==> src/rtl/icache_direct.sv <==
// Direct-mapped instruction cache in front of the fetch stage.
// A hit returns the word combinationally. A miss stalls fetch, sends one
// registered line request, then fills the line from a burst of in-order beats.
module icache_direct #(
    parameter int          NUM_LINES      = 16,
    parameter int          WORDS_PER_LINE = 4,
    parameter logic [31:0] NOP_INSTR      = 32'h0000_0013
) (
    input  logic        clk,
    input  logic        rst,
    input  logic [31:0] addr,
    input  logic        flush,
    output logic [31:0] instr,
    output logic        imem_stall,
    output logic        mem_req,
    output logic [31:0] mem_addr,
    input  logic        mem_ready,
    input  logic        mem_rvalid,
    input  logic [31:0] mem_rdata
);
    localparam int WORD_W  = $clog2(WORDS_PER_LINE);
    localparam int IDX_W   = $clog2(NUM_LINES);
    localparam int OFF_W   = WORD_W + 2;
    localparam int TAG_LSB = OFF_W + IDX_W;
    localparam int TAG_W   = 32 - TAG_LSB;

    localparam logic [1:0] S_IDLE = 2'd0;
    localparam logic [1:0] S_REQ  = 2'd1;
    localparam logic [1:0] S_FILL = 2'd2;

    logic [1:0]              state_q, state_d;
    logic [NUM_LINES-1:0]    valid_q, valid_d;
    logic                    flush_pend_q, flush_pend_d;
    logic [WORD_W-1:0]       cnt_q, cnt_d;
    logic                    mem_req_q, mem_req_d;
    logic [31:0]             mem_addr_q, mem_addr_d;

    // Data and tag arrays carry no reset; the valid bits gate them.
    logic [NUM_LINES-1:0][WORDS_PER_LINE-1:0][31:0] data_q;
    logic [NUM_LINES-1:0][TAG_W-1:0]                tag_q;

    logic [WORD_W-1:0] word;
    logic [IDX_W-1:0]  idx;
    logic [TAG_W-1:0]  tag;
    logic [IDX_W-1:0]  fill_idx;
    logic [TAG_W-1:0]  fill_tag;
    logic              hit;
    logic              beat;
    logic              last_beat;
    logic              unused_addr_bits;

    assign word     = addr[OFF_W-1:2];
    assign idx      = addr[TAG_LSB-1:OFF_W];
    assign tag      = addr[31:TAG_LSB];
    // The latched request address doubles as the miss address for the fill.
    assign fill_idx = mem_addr_q[TAG_LSB-1:OFF_W];
    assign fill_tag = mem_addr_q[31:TAG_LSB];
    assign unused_addr_bits = ^addr[1:0];

    assign hit        = (state_q == S_IDLE) && valid_q[idx] && (tag_q[idx] == tag);
    assign instr      = hit ? data_q[idx][word] : NOP_INSTR;
    assign imem_stall = ~hit;
    assign mem_req    = mem_req_q;
    assign mem_addr   = mem_addr_q;

    assign beat      = (state_q == S_FILL) && mem_rvalid;
    assign last_beat = beat && (cnt_q == WORD_W'(WORDS_PER_LINE - 1));

    // Next-state logic: miss detection, request handshake, beat counting, flush.
    always_comb begin
        state_d      = state_q;
        valid_d      = valid_q;
        flush_pend_d = flush_pend_q;
        cnt_d        = cnt_q;
        mem_req_d    = mem_req_q;
        mem_addr_d   = mem_addr_q;
        case (state_q)
            S_IDLE: begin
                if (!hit) begin
                    state_d    = S_REQ;
                    mem_req_d  = 1'b1;
                    mem_addr_d = {addr[31:OFF_W], {OFF_W{1'b0}}};
                end
            end
            S_REQ: begin
                if (mem_ready) begin
                    state_d   = S_FILL;
                    mem_req_d = 1'b0;
                    cnt_d     = '0;
                end
            end
            S_FILL: begin
                if (mem_rvalid) begin
                    cnt_d = cnt_q + 1'b1;
                    if (last_beat) begin
                        state_d      = S_IDLE;
                        flush_pend_d = 1'b0;
                    end
                end
            end
            default: state_d = S_IDLE;
        endcase
        // A flush mid-fill lets the burst finish but keeps its line invalid.
        if (flush) begin
            valid_d = '0;
            if (state_q != S_IDLE && !last_beat) flush_pend_d = 1'b1;
        end else if (last_beat && !flush_pend_q) begin
            valid_d[fill_idx] = 1'b1;
        end
    end

    // Control state with asynchronous active-low reset.
    always_ff @(posedge clk or negedge rst) begin
        if (!rst) begin
            state_q      <= S_IDLE;
            valid_q      <= '0;
            flush_pend_q <= 1'b0;
            cnt_q        <= '0;
            mem_req_q    <= 1'b0;
            mem_addr_q   <= '0;
        end else begin
            state_q      <= state_d;
            valid_q      <= valid_d;
            flush_pend_q <= flush_pend_d;
            cnt_q        <= cnt_d;
            mem_req_q    <= mem_req_d;
            mem_addr_q   <= mem_addr_d;
        end
    end

    // Line fill: each beat writes one word; the tag lands with the last beat.
    always_ff @(posedge clk) begin
        if (beat) data_q[fill_idx][cnt_q] <= mem_rdata;
        if (last_beat) tag_q[fill_idx] <= fill_tag;
    end
endmodule

==> config.mk <==
export PLATFORM = sky130hd
export DESIGN_NAME = icache_direct
export DESIGN_NICKNAME = d
export VERILOG_FILES = /design/src/rtl/icache_direct.sv
export SDC_FILE = /design/constraint.sdc
export NUM_CORES = 2
export LEC_CHECK = 0
export BUFFER_PORTS_ARGS = -buffer_cell sky130_fd_sc_hd__buf_4
export CORE_ASPECT_RATIO = 1.75
export CORE_UTILIZATION = 54
export DETAILED_ROUTE_END_ITERATION = 7
export PLACE_DENSITY = 0.7
export SYNTH_ARGS = -nofsm -noshare
export SYNTH_HDL_FRONTEND = slang
export SYNTH_SLANG_ARGS = --single-unit
==> constraint.sdc <==
create_clock -name clk -period 10.3 [get_ports clk]
set_clock_uncertainty 0.1 [all_clocks]
set_input_delay 1.03 -clock clk [delete_from_list [all_inputs] [get_ports clk]]
set_output_delay 1.03 -clock clk [all_outputs]
set_load 0.005 [all_outputs]
== Word-level counts from Yosys, hierarchy flattened ==
Index checks and enable logic that the tools add are counted.

* Div/mod/pow operators: 0
* Equal/unequal tests: 8
* Shift-type cells: 0
* $add $sub $neg: 1
* Multiplexer cells: 37
* Bitwise logic cells: 2
* Reduce and logical (&&, ||, !) cells: 19
* Order comparisons: 6
* $mul: 0

{| class="wikitable"
|+ Operator list
! kind !! count
|-
| 2048-bit bitwise mux || 1
|-
| 128-bit binary-select mux with 4-bit select || 1
|-
| 128-bit demux with 4-bit select || 1
|-
| 384-bit bitwise mux || 1
|-
| 128-bit 2-to-1 mux || 2
|-
| 24-bit binary-select mux with 4-bit select || 1
|-
| 24-bit demux with 4-bit select || 1
|-
| 32-bit 2-to-1 mux || 3
|-
| 32-bit binary-select mux with 2-bit select || 1
|-
| 32-bit demux with 2-bit select || 1
|-
| 24-bit 2-to-1 mux || 2
|-
| 16-bit 2-to-1 mux || 2
|-
| 24-bit == test || 1
|-
| 16-bit bitwise OR || 1
|-
| 2-bit 2-to-1 mux || 6
|-
| 4-bit by 5-bit less-than comparator with 1-bit output, second input constant || 2
|-
| 1-bit 2-to-1 mux || 9
|-
| 1-bit logical AND || 8
|-
| 2-bit inequality test, second input constant || 4
|-
| 2-bit nonzero test || 4
|-
| 2-bit by 3-bit less-than comparator with 1-bit output, second input constant || 2
|-
| 2-bit one-hot mux with 3 select lines || 1
|-
| 3-bit AND reduction || 2
|-
| 1-bit binary-select mux with 4-bit select || 1
|-
| other kinds (13) || 15
|}

* Word-level logic and storage cells: 159
* Bits in latches: 0
* Output and inout port bits: 66
* ROM bits: 0
* Flip-flop bits (word level): 2482
* Memories: 0
* Bits in writable memories: 0

== Logic depth before layout (Yosys ltp) ==
* Word-level depth: 8
* Depth in mapped cells: 14
* Depth with buffers taken out: 8

== Worst setup path after synthesis ==
Ideal clock, no wire load.

* Path kind: input -> output
* Start point: input port addr[4]
* End point: output port instr[0]
* Stages: 12
* Data arrival time: 3.740 ns
* Required time: 9.170 ns
* Buffers on the path: 7
* Slack: 5.430 ns
* Cell sequence: buf_6 > buf_6 > buf_6 > buf_6 > buf_6 > buf_2 > buf_2 > mux4_2 > mux4_2 > nand2_1 > a31oi_1 > or2_1

* Cells in the longest elaborated chain, start to end: 5
* Elaborated cells on any way between the ends: 12
* Those cells by class: eq/ne (1); mux (9); reduce/logical (2)

{| class="wikitable"
|+ RTL lines
! item !! line !! source
|-
| start: declaration || 11 || <nowiki>input logic [31:0] addr,</nowiki>
|-
| 24-bit binary-select mux with 4-bit select, or another cell as far along || 60 || <nowiki>assign hit = (state_q == S_IDLE) && valid_q[idx] && (tag_q[idx] == tag);</nowiki>
|-
| 24-bit 2-to-1 mux (implied by the code), or another cell as far along || 60 ||
|-
| 24-bit == test, or another cell as far along || 60 ||
|-
| 1-bit logical AND / 32-bit 2-to-1 mux (equally long branches) || 60, 61 ||
|-
| 32-bit 2-to-1 mux * || 61 || <nowiki>assign instr = hit ? data_q[idx][word] : NOP_INSTR;</nowiki>
|-
| end: declaration || 13 || <nowiki>output logic [31:0] instr,</nowiki>
|}

Mark *: on every way between the ends. The rest lies on a longest branch, timed or not. The select of a mux whose other input is x is not followed.

== Worst setup path after layout ==
* Start point: input port addr[4]
* End point: output port instr[29]

The elaborated chain is that of the path after synthesis.

==> results.cfg <==
[outcome]
status = finished clean

[floorplanning]
io_pins = 135
coreArea_um2 = 177000
rows = 204
die_w_um = 321
die_h_um = 560
dieArea_um2 = 180000
start_util_pct = 54.4

[pwr]
power_uw = 20900
power.leakage_uw = 0.0330
p_per_area_nw_per_um2 = 195
ir_drop_mv = 0.185

[clock_tree]
ctsResizeCount = 0
clockRootBuffer = clkbuf_16
numCtsBuffers = 206
clk_pin_slew_ns = 0.07
post_cts_buffers = 0
clkSinkCount = 2482
htree_num_levels = 4
clockBufferDepth = 4
clk_latency_ns = 0.84
cts_tree = done
holdBufCountCts = 0

[synthesis]
yosysTopAreaCell = edfxtp_1
yosys-top-cells-area = edfxtp_1 76%, mux4_2 17%, dfrtp_1 1.3%
yosys_warnings = 0
synth_edf_count = 2432
avgSynthCellArea_um2 = 23.5
yosysSeqAreaShare_pct = 77.3
yosysUniqueCellTypes = 71
synthArstFlopShare_pct = 2.01
synth_ff_type = edfxtp_1
netlist.area_leader.share_pct = 76.0
ys_seq_elements = 2482
syn_inst = 4085
netlist_area_um2 = 96100

[final_layout]
syn2layout_area_growth_pct = 11.4
drive_gt1_share_pct = 30.8
regArea_um2 = 74300
fin_area_um2 = 107000
multi_input_area_um2 = 21300
fin_util_pct = 60.6
final_cells = 6831
fillers = 12100
fin_nets = 4374

[global_routing]
antenna_found_initial = 5
track_usage_pct = 26.1
grt_pass1_vias = 46500
grt_pass1_wl_um = 331000
grt_max_degree = 103
grt_overflow_total = 0

[placement]
io_buffers = 128
gp_congestion = 0.902
placed_area_um2 = 100000
hpwl_um = 128000
dp.cells = 6462

[critical_path]
cpPeakStageDelay_ns = 0.77
cp.required_ns = 9.17
critPathCaptureType = primary output
critPathKind = in -> out
path_cells = buf_8 > buf_12 > mux4_2 > and3b_1 > a211oi_1 > nand4_1 > nor4b_1 > o211a_1 > nand4_4 > buf_4 > a311oi_1 > buf_4
worstPathArrival_ns = 6.14
critPathSlowestCell = a311oi_1
crit_fanout = 102
start_kind = input port
cpMostUsedCell = buf_4

[timing]
slew_viol_final = 0
hold_violations = 0
setup_viol = 0
slew-limit-headroom_pct = 16.7
period_needed_ns = 7.27
fin_tns_setup_ns = 0
rsz0062_at_grt = no
fin_crit_sh_pct = 70.6
fmax_mhz = 137
tightest_slew_ns = 1.25

[route]
route.detailed.wl_per_inst_um = 33.9
routed_via_density = 6.56
wirelength_um = 232000
drc = 0
drt-pass1-iter-count = 7
ant_nets = 0
drtIter0Drc = 5205
num_vias = 44800

[job]
drv_cap = 0

[hold_path]
hold_class = in -> async
## metrics by stage
stage	worst slack [ns]	hold WS, ns
final	3.03	0.148
after global routing	2.63	0.192
after CTS	3.03	0.130
after detailed placement	3.04	0.382
after global placement	3.12	0.370
after floorplan	5.43	0.357
## flip-flops by register name, indices dropped and copies added (netlist names)
signal	flops
cnt_q	2
data_q	2048
flush_pend_q	1
mem_addr	28
mem_req	1
state_q	2
tag_q	384
valid_q	16
## worst max-delay path, delay by kind of cell
kind | cells | cell delay (ns)
AND/OR/NAND/NOR | 4 | 0.96
buffers and inverters | 4 | 1.92
multiplexers | 1 | 0.63
AO/OA/AOI/OAI | 3 | 1.26
## path summary, 6_finish.rpt
check                                  startpoint                       end  depth (start not counted)  slack, ns
hold reg to reg            valid_q[6]$_DFFE_PN0P_    valid_q[6]$_DFFE_PN0P_                          2       0.40
setup / recovery                          addr[4]                 instr[29]                         12       3.03
setup reg to reg             tag_q[303]$_DFFE_PP_  mem_addr[17]$_DFFE_PN0P_                          7       5.98
max in group asynchronous                     rst    valid_q[4]$_DFFE_PN0P_                          1       9.47
min in group clk                        mem_ready    state_q[0]$_DFFE_PN0P_                          2       0.33
hold / removal                                rst  mem_addr[18]$_DFFE_PN0P_                          1       0.15
## cells in the mapped netlist, types with 30 or more instances
cell type,number
edfxtp_1,2432
mux4_2,739
nor2_1,125
buf_2,90
clkbuf_1,77
nand2_1,68
mux2i_1,55
dfrtp_1,50
a211oi_1,37
nor2b_1,33
buf_4,32
a32oi_1,30
## kinds of logic (layout without fill, tap and decap cells)
family          count (synthesis)  after routing  share of synthesized area [%]
compound gates                184            184                           1.37
simple gates                  337            337                           1.75
mux                           808            808                           18.1
flops                        2482           2482                           77.3
xor+xnor                       22             22                          0.200
fa+ha+maj                       4              4                         0.0521
buf+inv                       247            620                           1.30
other cells                     1              5                        0.00390
## metal layers
metal / track usage, % / vias to the layer above / share of wire, %
met5: 0 / - / 0.015
met4: 10.4 / 4 / 4.3
met1: 32.8 / 24200 / 35
met3: 3.72 / 521 / 7.1
met2: 45.7 / 2159 / 53
li1: - / 17900 / -
## placed cells by master, fill, tap and decap left out, types with 29 or more instances in the layout
master / synthesis / layout
clkinv_2: 0 / 32
a211oi_1: 37 / 37
mux4_2: 739 / 739
nor2b_1: 33 / 33
nor2_1: 125 / 45
nand2_1: 68 / 67
nor2_4: 0 / 80
nor4b_1: 29 / 29
mux2i_1: 55 / 55
a32oi_1: 30 / 30
edfxtp_1: 2432 / 2432
buf_4: 32 / 236
dfrtp_1: 50 / 50
clkbuf_1: 77 / 37
clkinv_1: 0 / 50
clkbuf_16: 0 / 208
## power breakdown
part           total [µW]  internal, µW  switching, µW
registers           11700         11400            255
logic                1440           549            891
clock network        7790          4310           3480
total               20900         16300           4630
## layout make-up
class / count / share of cell area [%]
sequential: 2482 / 69.4
clock buffer: 246 / 5.01
clock inverter: 122 / 1.14
timing repair buffer: 245 / 1.80
antenna: 1 / 0.00234
inverter: 7 / 0.0292
tap: 2369 / 2.77
multi-input combinational: 1359 / 19.9
(Power assumes the default switching activity.)
